`src/rtl/mem_arbiter.sv`:
```
// Arbitrates instruction fetch and data access onto one memory device port.
// Ports: clk/rst; instr_* and data_* requesters; busy/timeout_err status;
// dev_mem_* device side (req strobe, latched addr/data/dir, busy, read data).
module mem_arbiter #(
  parameter int MAX_DATA_BURST = 4,
  parameter int TIMEOUT        = 255
) (
  input  logic        clk,
  input  logic        rst,
  input  logic        instr_req,
  input  logic [31:0] instr_addr,
  output logic [31:0] instr_rdata,
  output logic        instr_ready,
  input  logic        data_req,
  input  logic        data_is_write,
  input  logic [31:0] data_addr,
  input  logic [31:0] data_wdata,
  output logic [31:0] data_rdata,
  output logic        data_ready,
  output logic        busy,
  output logic        timeout_err,
  output logic        dev_mem_req,
  output logic [31:0] dev_mem_addr,
  output logic [31:0] dev_mem_data_out,
  output logic        dev_mem_is_write,
  input  logic [31:0] dev_mem_data_in,
  input  logic        dev_mem_busy
);

  localparam int BW = $clog2(MAX_DATA_BURST + 1);
  localparam int CW = $clog2(TIMEOUT + 1);

  localparam logic [BW-1:0] BURST_MAX = BW'(MAX_DATA_BURST);
  localparam logic [CW-1:0] WAIT_MAX  = CW'(TIMEOUT);

  localparam logic [1:0] S_IDLE  = 2'd0;
  localparam logic [1:0] S_ISSUE = 2'd1;
  localparam logic [1:0] S_WAIT  = 2'd2;

  localparam logic OWN_INSTR = 1'b0;
  localparam logic OWN_DATA  = 1'b1;

  logic [1:0]    r_state;
  logic          r_owner;
  logic [BW-1:0] r_burst;
  logic [CW-1:0] r_wcnt;
  logic [31:0]   r_addr;
  logic [31:0]   r_wdata;
  logic          r_is_write;
  logic [31:0]   r_instr_rdata;
  logic [31:0]   r_data_rdata;

  logic          w_idle;
  logic          w_issue;
  logic          w_wait;
  logic          w_any_req;
  logic          w_burst_full;
  logic          w_grant_instr;
  logic [BW-1:0] w_burst_nxt;
  logic          w_done;
  logic          w_abort;

  assign w_idle  = (r_state == S_IDLE);
  assign w_issue = (r_state == S_ISSUE);
  assign w_wait  = (r_state == S_WAIT);

  assign w_any_req    = instr_req | data_req;
  assign w_burst_full = (r_burst == BURST_MAX);

  // Data normally wins; a starved fetch wins once the burst limit is hit.
  assign w_grant_instr = instr_req & (~data_req | w_burst_full);

  // Burst only counts data grants that made a waiting fetch wait longer.
  always_comb begin
    w_burst_nxt = '0;
    if (instr_req) begin
      w_burst_nxt = w_burst_full ? r_burst : r_burst + BW'(1);
    end
  end

  assign w_done  = w_wait & ~dev_mem_busy;
  assign w_abort = w_wait & dev_mem_busy & (r_wcnt == WAIT_MAX);

  always_ff @(posedge clk) begin
    if (rst) begin
      r_state       <= S_IDLE;
      r_owner       <= OWN_INSTR;
      r_burst       <= '0;
      r_wcnt        <= '0;
      r_addr        <= '0;
      r_wdata       <= '0;
      r_is_write    <= 1'b0;
      r_instr_rdata <= '0;
      r_data_rdata  <= '0;
    end else begin
      case (r_state)
        S_IDLE: begin
          if (w_any_req) begin
            r_state <= S_ISSUE;
            if (w_grant_instr) begin
              r_owner    <= OWN_INSTR;
              r_addr     <= instr_addr;
              r_wdata    <= '0;
              r_is_write <= 1'b0;
              r_burst    <= '0;
            end else begin
              r_owner    <= OWN_DATA;
              r_addr     <= data_addr;
              r_wdata    <= data_wdata;
              r_is_write <= data_is_write;
              r_burst    <= w_burst_nxt;
            end
          end
        end
        S_ISSUE: begin
          r_state <= S_WAIT;
          r_wcnt  <= '0;
        end
        S_WAIT: begin
          if (w_done) begin
            r_state <= S_IDLE;
            if (r_owner == OWN_INSTR) begin
              r_instr_rdata <= dev_mem_data_in;
            end else if (!r_is_write) begin
              r_data_rdata <= dev_mem_data_in;
            end
          end else if (w_abort) begin
            r_state <= S_IDLE;
          end else begin
            r_wcnt <= r_wcnt + CW'(1);
          end
        end
        default: r_state <= S_IDLE;
      endcase
    end
  end

  // Strobes are masked while rst is high so an abandoned
  // transaction never signals completion, abort or a new start.
  assign busy        = ~w_idle;
  assign dev_mem_req = w_issue & ~rst;
  assign instr_ready = w_done & (r_owner == OWN_INSTR) & ~rst;
  assign data_ready  = w_done & (r_owner == OWN_DATA) & ~rst;
  assign timeout_err = w_abort & ~rst;

  // Read data is visible in the ready cycle itself, then held.
  assign instr_rdata = instr_ready ? dev_mem_data_in : r_instr_rdata;
  assign data_rdata  = (data_ready & ~r_is_write) ? dev_mem_data_in
                                                  : r_data_rdata;

  assign dev_mem_addr     = r_addr;
  assign dev_mem_data_out = r_wdata;
  assign dev_mem_is_write = r_is_write;

endmodule
```
`config.mk`:
```
export PLATFORM = sky130hd
export DESIGN_NAME = mem_arbiter
export DESIGN_NICKNAME = d
export VERILOG_FILES = /design/src/rtl/mem_arbiter.sv
export SDC_FILE = /design/constraint.sdc
export NUM_CORES = 1
export LEC_CHECK = 0
export ABC_AREA = 0
export CAP_MARGIN = 20
export CORE_AREA = 10 10 144 146
export DETAILED_ROUTE_END_ITERATION = 10
export DIE_AREA = 0 0 154 156
export PLACE_DENSITY_LB_ADDON = 0.08
export REMOVE_ABC_BUFFERS = 1
export SYNTH_ARGS = -nofsm -noshare
export SYNTH_HDL_FRONTEND = slang
export SYNTH_SLANG_ARGS = --single-unit
```
`constraint.sdc`:
```
create_clock -name clk -period 5 [get_ports clk]
set_input_delay 0.75 -clock clk [delete_from_list [all_inputs] [get_ports clk]]
set_output_delay 0.75 -clock clk [all_outputs]
set_load 0.02 [all_outputs]
```
Word-level counts from Yosys, hierarchy flattened:

Index checks and enable logic that the tools add are counted.

* multiplexer cells: 16
* $mul: 0
* add/subtract/negate cells: 2
* reduce and logical (&&, ||, !) cells: 8
* bitwise operators: 19
* equal/unequal tests: 9
* shift-type cells: 0
* div/mod/pow operators: 0
* order comparisons: 0

Operator list (count)
* 32-bit two-way mux: 4
* 8-bit two-way mux: 2
* 8-bit case mux with 2 select lines: 1
* 1-bit AND: 11
* 3-bit two-way mux: 3
* 3-bit AND reduction: 3
* 8-bit by 1-bit adder with 8-bit output (second input constant): 1
* 8-bit equality test (second input constant): 1
* 2-bit two-way mux: 3
* 1-bit inverter: 6
* 2-bit case mux with 3 select lines: 1
* 2-bit inequality test (second input constant): 2
* 2-bit AND reduction: 2
* 4-bit AND reduction: 1
* 3-bit by 1-bit adder with 3-bit output (second input constant): 1
* 3-bit equality test (second input constant): 1
* 3-bit by 1-bit inequality test with 1-bit output (second input constant): 1
* 3-bit by 2-bit inequality test with 1-bit output (second input constant): 1
* 2-bit by 1-bit equality test with 1-bit output (second input constant): 1
* 2-bit equality test (second input constant): 1
* 2-bit logical NOT: 1
* 1-bit two-way mux: 2
* 2-bit by 1-bit inequality test with 1-bit output (second input constant): 1
* 1-bit bitwise OR: 2
* 2-bit nonzero test: 1

* RAM bits: 0
* ROM bits: 0
* output and inout bits: 134
* memories: 0
* latch bits: 0
* bits in registers: 143

Depth between registers and ports, before layout:

Gate-level depths: netlist of the first run.

* word-level depth: 6
* gate-level depth with buffers: 9

Least setup slack after synthesis of the first run:

No wires, ideal clock.

* kind: in2out
* start: input rst
* end: output instr_rdata[14]
* arrival time: 1.914 ns
* path slack: 2.336 ns
* stages on the path: 5
* cells stage by stage: clkbuf_1 -> nor3_1 -> buf_2 -> buf_4 -> mux2_2

* longest elaborated chain between the ends: 3

Ends and longest elaborated chain
* start, declared: line 9 `input logic rst,`
* 1-bit inverter: line 142 `assign instr_ready = w_done & (r_owner == OWN_INSTR) & ~rst;`
* 1-bit AND: line 142
* 32-bit two-way mux: line 147 `assign instr_rdata = instr_ready ? dev_mem_data_in : r_instr_rdata;`
* end, declared: line 12 `output logic [31:0] instr_rdata,`

No other way between the ends.

Worst setup path after layout of the first run:

* start: register r_state[0]
* end: output instr_rdata[20]

* longest elaborated chain between the ends: 5

Ends and longest elaborated chain
* start, declared: line 43 `logic [1:0] r_state;`
* start signal, assigned: line 86 `r_state <= S_IDLE;`
* start signal, assigned: line 99 `r_state <= S_ISSUE;`
* start signal, assigned: line 116 `r_state <= S_WAIT;`
* 2-bit equality test: line 65 `assign w_wait = (r_state == S_WAIT);`
* 1-bit AND: line 81 `assign w_done = w_wait & ~dev_mem_busy;`
* 1-bit AND (2 in series): line 142
* 32-bit two-way mux: line 147

No other way between the ends.

==> results of run 1 <==
## final timing paths
check,slack (ns),start,depth (start not counted),endpoint
worst max-delay path,1.19,r_state[0],7,instr_rdata[20]
worst min-delay path,0.45,dev_mem_data_out[30],2,dev_mem_data_out[30]
worst max register to register,2.62,r_state[0],7,dev_mem_addr[18]
worst min register to register,0.45,dev_mem_data_out[30],2,dev_mem_data_out[30]
## registers in the layout, summed over array words and instances (netlist names)
register	count
dev_mem_addr	32
dev_mem_data_out	32
dev_mem_is_write	1
r_burst	3
r_data_rdata	32
r_instr_rdata	32
r_owner	1
r_state	2
r_wcnt	8
## cell families after synthesis
group                      count (synthesis)  synth area share
muxes                                     98             0.172
and+or+nand+nor                          149             0.114
buffers and inverters                     61            0.0460
adders and majority gates                  8            0.0162
AOI/OAI and AO/OA                        160             0.188
DFF                                      143             0.464
## routing by layer
| layer | wire length, um | vias to the layer above | track usage |
|---|---|---|---|
| met5 | 18 | - | 0 |
| met4 | 257 | 2 | 0.0441 |
| met3 | 2560 | 14 | 0.103 |
| met2 | 9050 | 215 | 0.248 |
| met1 | 8370 | 2583 | 0.187 |
| li1 | - | 2753 | - |
## final cells by class
| cell class | instances | area [um^2] | area share |
|---|---|---|---|
| Clock inverter | 12 | 159 | 0.0166 |
| Sequential cell | 143 | 2860 | 0.298 |
| Tap cell | 229 | 287 | 0.0298 |
| Clock buffer | 20 | 447 | 0.0465 |
| Timing Repair Buffer | 276 | 2760 | 0.288 |
| Inverter | 9 | 33.8 | 0.00352 |
| Multi-Input combinational cell | 415 | 3050 | 0.318 |
## metrics by stage
step           utilization  total power (W)
5_1_grt              0.538          0.00339
3_5_place_dp         0.504          0.00196
4_1_cts              0.538          0.00327
2_1_floorplan            -          0.00160
3_3_place_gp         0.504          0.00195
6_report             0.538          0.00323
## Yosys cell counts, types with 3 or more instances
cell type,number,area share
a211oi_1,35,0.043
a21oi_1,40,0.032
a22o_1,64,0.091
and3_1,4,0.0041
buf_2,22,0.018
buf_4,7,0.0085
clkbuf_1,20,0.012
dfxtp_1,143,0.46
ha_1,8,0.016
inv_1,9,0.0055
mux2_2,62,0.11
mux2i_1,34,0.055
nand2_1,39,0.024
nand2b_1,7,0.0071
nand3_1,37,0.030
nand4_1,4,0.0041
nor2_1,44,0.027
nor3_1,3,0.0024
o21ai_0,7,0.0057
## tightest hold or removal path: stages (launching register included)
cell and delay [ns]:
dfxtp_1 0.31, nand2_1 0.05, a21oi_1 0.05
## where the power goes
| part | total (W) | internal [W] | switching (W) |
|---|---|---|---|
| Clock | 0.00130 | 0.000802 | 0.000497 |
| Sequential | 0.00126 | 0.00122 | 0.0000419 |
| Combinational | 0.000671 | 0.000321 | 0.000350 |
| Total | 0.00323 | 0.00234 | 0.000889 |
==> results.toml, run 1 <==
[status]
status = "finished, final reports clean"

[critical_path]
end_kind = "output pin"
path_buf_inv = 3
crit_family = "buffers and inverters"
cp.arrival_ns = 3.06
start_kind = "flip-flop"
crit_slowest_cell = "clkdlybuf4s50_1"
cpPeakStageDelay_ns = 0.55
crit_type = "flip-flop to output pin"
worstPathMaxFanout = 65
worstPathCellList = "inv_1 -> ha_1 -> nand2b_1 -> nor3_2 -> buf_12 -> mux2_2 -> clkdlybuf4s50_1"
cp.required_ns = 4.25

[power_and_ir_drop]
ir_drop_mv = 0.232
p_per_area_mw_per_mm2 = 336
leakage_nw = 3.78

[drt]
drtIter0Drc = 286
via_per_inst = 5.04
drc = 0
drt-pass1-iter-count = 4
wl_per_cell_um = 18.3
drt_wl_total_um = 20300
ant_nets = 0
num_vias = 5567

[synth]
synth_seq_area_share = 0.464
syn_avg_cell_area_um2 = 9.98
netlist_instances = 619
syn_area_mm2 = 0.00618
synthArstFlopShare = 0
yosysUniqueCellTypes = 43
ys_warn_count = 0
synth_ff_type = "dfxtp_1"
synth_edf_count = 0
ys_seq_elements = 143

[timing]
rsz0062_at_grt = "no"
period_needed_ns = 3.81
worst_slew_margin_rel = 0.384
setup_slack_ns = 1.19
setup_viol = 0
finalCritPeriodShare = 0.762
tns_ns = 0
clock-skew-final_ns = 0.0106
fmax_ghz = 0.262
drv_slew = 0
worst_pin_slew_ns = 0.924
holdWs_ns = 0.452
hold_viol_final = 0

[global_route]
grt_max_degree = 81
antenna_found_initial = 1
groute.usage.overall = 0.163
grt_pass1_vias = 5702
overflow = 0
grt_pass1_wl_um = 31800

[floorplan]
die_h_um = 156
initial_core_util = 0.346
die_area_mm2 = 0.0240
core_mm2 = 0.0178
num_rows = 49
die_w_um = 154
ios = 268

[placement]
place_congestion = 0.798
dp.cells = 1072
placed_cell_area_mm2 = 0.00899
place_ws_ns = 1.22
port_buffers = 267
hpwlAfterDp_um = 14800

[clocking]
cts_buffers = 17
postCtsSetupRepairBufs = 0
post_cts_resized = 0
path_clk_slew_ns = 0.06
tritoncts = "yes"
clk_path_buf_depth = 2
clockRootBuffer = "clkbuf_16"
insertion_delay_ns = 0.41
hold_buffers = 0
clkSinkCount = 143
ctsHtreeMaxLevel = 4

[min_path]
hold_class = "flip-flop to flip-flop"

[cells_and_area]
fillCellCount = 1546
layout_commonest_cell = "clkdlybuf4s50_1"
syn2layout_area_growth_pct = 55.4
final_nets = 1004
insertedDiodeCount = 0
final_area_mm2 = 0.00960
drive_gt1_frac = 0.127
final_cells = 1104
layout_common_cells = "clkdlybuf4s50_1, dfxtp_1, a22o_1"

[job]
max_cap_viol_count = 0
Note: power is estimated with default switching activity, not from simulation.
==> run 2, diff against run 1 <==
- clock period: 5 -> 3.1 ns (I/O delays scaled with it)
==> run 2 against run 1 <==
Register-to-register slack got worse by 1.5 ns; setup slack got worse by 1.1 ns; utilization rose by 0.46 points; largest cell class unchanged; highest routed layer unchanged.
==> results.toml, run 2 (same netlist as run 1, synthesis figures left out) <==
[clocking]
clk_path_buf_depth = 2
cts_buffers = 17
path_clk_slew_ns = 0.06
insertion_delay_ns = 0.41
clkSinkCount = 143
ctsHtreeMaxLevel = 4
clockRootBuffer = "clkbuf_16"
hold_buffers = 0
tritoncts = "yes"

[timing]
rsz0062_at_grt = "yes"
drv_slew = 0
finalCritPeriodShare = 0.965
worst_pin_slew_ns = 0.807
fmax_ghz = 0.334
holdWs_ns = 0.450
period_needed_ns = 2.99
setup_viol = 0
worst_slew_margin_rel = 0.462
clock-skew-final_ns = 0.00862
hold_viol_final = 0

[floorplan]
initial_core_util = 0.346
core_mm2 = 0.0178
die_h_um = 156
die_w_um = 154
num_rows = 49
ios = 268
die_area_mm2 = 0.0240

[cells_and_area]
final_cells = 1114
drive_gt1_frac = 0.139
final_nets = 1015
final_area_mm2 = 0.00968
layout_common_cells = "clkdlybuf4s50_1, dfxtp_1, a22o_1"
insertedDiodeCount = 0
fillCellCount = 1591
syn2layout_area_growth_pct = 56.8
layout_commonest_cell = "clkdlybuf4s50_1"

[global_route]
grt_pass1_wl_um = 32800
antenna_found_initial = 1
groute.usage.overall = 0.169
grt_max_degree = 79
overflow = 0
grt_pass1_vias = 5777

[placement]
port_buffers = 267
dp.cells = 1077
placed_cell_area_mm2 = 0.00906
place_congestion = 0.761
hpwlAfterDp_um = 15100

[status]
status = "finished, final reports clean"

[drt]
num_vias = 5632
drc = 0
ant_nets = 0
via_per_inst = 5.06
wl_per_cell_um = 19.2
drtIter0Drc = 328
drt_wl_total_um = 21400
drt-pass1-iter-count = 4

[critical_path]
crit_family = "buffers and inverters"
crit_type = "flip-flop to output pin"
r2r.worst_path.cells = 7
crit_slowest_cell = "mux2_2"
cp.required_ns = 2.63
path_buf_inv = 4
end_kind = "output pin"
worstSetupPathDepth = 8
worstPathCellList = "inv_1 -> ha_2 -> nand3b_4 -> nor3_4 -> buf_4 -> buf_6 -> mux2_2 -> dlygate4sd2_1"
start_kind = "flip-flop"
cpPeakStageDelay_ns = 0.34
worstPathMaxFanout = 14
cp.arrival_ns = 2.53
r2r_slack_ns = 1.11

[power_and_ir_drop]
ir_drop_mv = 0.359
leakage_nw = 4.31
p_per_area_mw_per_mm2 = 528
finalPower_w = 0.00511

[job]
max_cap_viol_count = 0

[min_path]
hold_depth = 2
hold_class = "flip-flop to flip-flop"
==> run 2: cell count changes in the layout (fill, tap and decap cells not counted), sizes merged <==
cell,previous run,this run
inv,12,11
clkinv,1,6
clkdlybuf4s50,266,201
buf,10,20
dlymetal6s2s,0,11
clkbuf,20,19
clkinvlp,5,3
dlygate4sd2,0,54
bufinv,3,2
==> run 2: path summary, 6_finish.rpt <==
check / end / from
setup / recovery: data_rdata[1] / r_state[0]
hold / removal: dev_mem_data_out[4] / dev_mem_data_out[4]
setup reg to reg: dev_mem_data_out[2] / r_state[0]
hold reg to reg: dev_mem_data_out[4] / dev_mem_data_out[4]
==> run 2: cell type report <==
type / instances / area, um^2 / share of cell area
clock buffer: 18 / 429 / 0.0443
clock inverter: 13 / 141 / 0.0146
inverter: 9 / 33.8 / 0.00349
multi-input combinational: 415 / 3060 / 0.316
sequential: 143 / 2860 / 0.296
tap: 229 / 287 / 0.0296
timing repair buffer: 287 / 2870 / 0.296
==> run 2: tightest hold or removal path: cells and delay by family, from the launching register on <==
kind	cells	cell delay [ns]
flip-flops	1	0.31
AND/OR/NAND/NOR	1	0.05
AO/OA/AOI/OAI	1	0.05
==> run 2: per-stage QoR <==
| stage | setup slack [ns] | util | setup TNS, ns |
|---|---|---|---|
| floorplan | -3.27 | - | -267.94 |
| finish | 0.108 | 0.543 | 0 |
| detailed placement | 0.0749 | 0.508 | 0 |
| CTS | 0.000176 | 0.539 | 0 |
| global route | -0.0167 | 0.543 | -0.125 |
| global placement | 0.100 | 0.508 | 0 |
==> run 2: what timing repair did <==
| item | CTS | global route |
|---|---|---|
| resized for setup | 57 | 14 |
| endpoints found under the hold margin | 0 | 0 |
| endpoints found under the setup margin | 64 | 11 |
| setup buffers | 2 | 1 |
| gates cloned | 1 | 2 |
| pin swaps | 0 | 1 |
==> run 2: layer usage <==
| metal | routed length (um) | track usage | part of all wire | up-vias |
|---|---|---|---|---|
| li1 | - | - | - | 2785 |
| met1 | 8870 | 0.198 | 0.41 | 2594 |
| met2 | 9600 | 0.254 | 0.45 | 235 |
| met3 | 2620 | 0.0976 | 0.12 | 16 |
| met4 | 274 | 0.0526 | 0.013 | 2 |
| met5 | 13 | 0 | 0.00061 | - |
==> run 2: power breakdown <==
| group | switching [W] | total, W | internal [W] |
|---|---|---|---|
| logic | 0.000572 | 0.00109 | 0.000521 |
| clock network | 0.000803 | 0.00199 | 0.00118 |
| registers | 0.0000689 | 0.00203 | 0.00196 |
==> run 3, diff against run 2 <==
- CELL_PAD_IN_SITES_DETAIL_PLACEMENT: not set -> 0
- CELL_PAD_IN_SITES_GLOBAL_PLACEMENT: not set -> 2
- CORE_AREA: 10 10 144 146 -> 10 10 179 181
- DIE_AREA: 0 0 154 156 -> 0 0 189 191
==> run 3 against run 2 <==
Setup slack better by 0.048 ns; critical path depth stayed put; clock power hardly changed; sequential power hardly changed; cell count is 14% higher; sequential share of layout area is 0.49 points lower; critical path type unchanged; largest power group unchanged.
==> results.toml, run 3 (same netlist as run 1, synthesis figures left out) <==
[critical_path]
crit_type = "flip-flop to output pin"
crit_slowest_cell = "dlygate4sd2_1"
cp.required_ns = 2.63
end_kind = "output pin"
worstPathMaxFanout = 27
path_buf_inv = 4
worstPathCellList = "inv_1 -> ha_4 -> nand2b_1 -> nor3_4 -> buf_4 -> buf_12 -> mux2_2 -> dlygate4sd2_1"
start_kind = "flip-flop"
crit_family = "buffers and inverters"
cp.arrival_ns = 2.48
cpPeakStageDelay_ns = 0.36

[timing]
finalCritPeriodShare = 0.950
period_needed_ns = 2.94
tns_ns = 0
worst_slew_margin_rel = 0.530
hold_viol_final = 0
clock-skew-final_ns = 0.0213
setup_slack_ns = 0.156
worst_pin_slew_ns = 0.705
fmax_ghz = 0.340
setup_viol = 0
rsz0062_at_grt = "no"
drv_slew = 0

[status]
status = "finished, final reports clean"

[placement]
place_ws_ns = 0.0279
hpwlAfterDp_um = 16900
placed_cell_area_mm2 = 0.00930
port_buffers = 267
place_congestion = 0.777

[drt]
drc = 0
via_per_inst = 4.43
drt_wl_total_um = 23300
drt-pass1-iter-count = 4
drtIter0Drc = 249
ant_nets = 0
num_vias = 5643
wl_per_cell_um = 18.3

[clocking]
clkSinkCount = 143
insertion_delay_ns = 0.42
ctsHtreeMaxLevel = 4
clk_path_buf_depth = 2
clockRootBuffer = "clkbuf_16"
tritoncts = "yes"
path_clk_slew_ns = 0.07
hold_buffers = 0
cts_buffers = 17

[cells_and_area]
final_area_mm2 = 0.00984
layout_common_cells = "clkdlybuf4s50_1, dfxtp_1, a22o_1"
drive_gt1_frac = 0.147
syn2layout_area_growth_pct = 59.4
final_nets = 1020
layout_commonest_cell = "clkdlybuf4s50_1"
insertedDiodeCount = 0
finish.utilization = 0.346

[floorplan]
ios = 268
core_mm2 = 0.0285
initial_core_util = 0.217
num_rows = 62
die_h_um = 191
die_w_um = 189
die_area_mm2 = 0.0361

[power_and_ir_drop]
p_per_area_mw_per_mm2 = 521
leakage_nw = 4.18
finalPower_w = 0.00513
ir_drop_mv = 0.253

[global_route]
grt_pass1_wl_um = 35900
overflow = 0
grt_pass1_vias = 5978
antenna_found_initial = 0
groute.usage.overall = 0.126
grt_max_degree = 63

[min_path]
hold_class = "flip-flop to flip-flop"

[job]
max_cap_viol_count = 0
[run 3: cell types whose count changed in the layout (fill, tap and decap cells not counted), sizes merged]
cell	previous run	this run
dlymetal6s2s	11	1
dlygate4sd2	54	63
inv	11	18
buf	20	26
clkinv	6	1
bufinv	2	0
clkinvlp	3	4
[run 3: cell type report]
type                    instances  area (um^2)
clock inverters                14          121
clock buffers                  18          439
inverters                       9         33.8
multi-input cells             415         3080
fillers                      2964        18600
well taps                     384          480
flip-flops and latches        143         2860
repair buffers                292         2830
[run 3: path summary, 6_finish.rpt]
kind,from,end,slack (ns),cells after the start
min,dev_mem_data_out[20],dev_mem_data_out[20],0.45,2
max,r_state[0],instr_rdata[23],0.16,8
min reg2reg,dev_mem_data_out[20],dev_mem_data_out[20],0.45,2
max reg2reg,r_state[0],dev_mem_addr[8],0.95,7
[run 3: per-layer routing]
| metal | vias to the layer above | wire length, um | track usage |
|---|---|---|---|
| li1 | 2786 | - | - |
| met2 | 213 | 10200 | 0.192 |
| met5 | - | 0 | 0 |
| met3 | 18 | 2600 | 0.0729 |
| met4 | 0 | 303 | 0.0360 |
| met1 | 2626 | 10200 | 0.148 |
[run 3: stage by stage]
stage / std cells / hold slack, ns
final: 1275 / 0.452
after global routing: 1275 / 0.474
after CTS: 1275 / 0.455
after detailed placement: 1240 / 0.446
after global placement: 1240 / 0.437
after floorplan: 567 / 0.435
[run 3: what timing repair did]
action,4_1_cts,5_1_grt
pin swaps,1,0
setup buffers,2,0
gates cloned,1,0
setup endpoints to repair,64,15
resized for setup,67,4
[run 3: worst min-delay path, cell delays in order (launching register included)]
cell and delay [ns]:
dfxtp_1 0.31, nand2_1 0.05, a21oi_1 0.05
[run 3: power breakdown]
group / internal (W) / total (W) / switching [W]
combinational: 0.000531 / 0.00112 / 0.000591
sequential: 0.00196 / 0.00203 / 0.0000690
clock: 0.00108 / 0.00198 / 0.000900
total: 0.00357 / 0.00513 / 0.00156
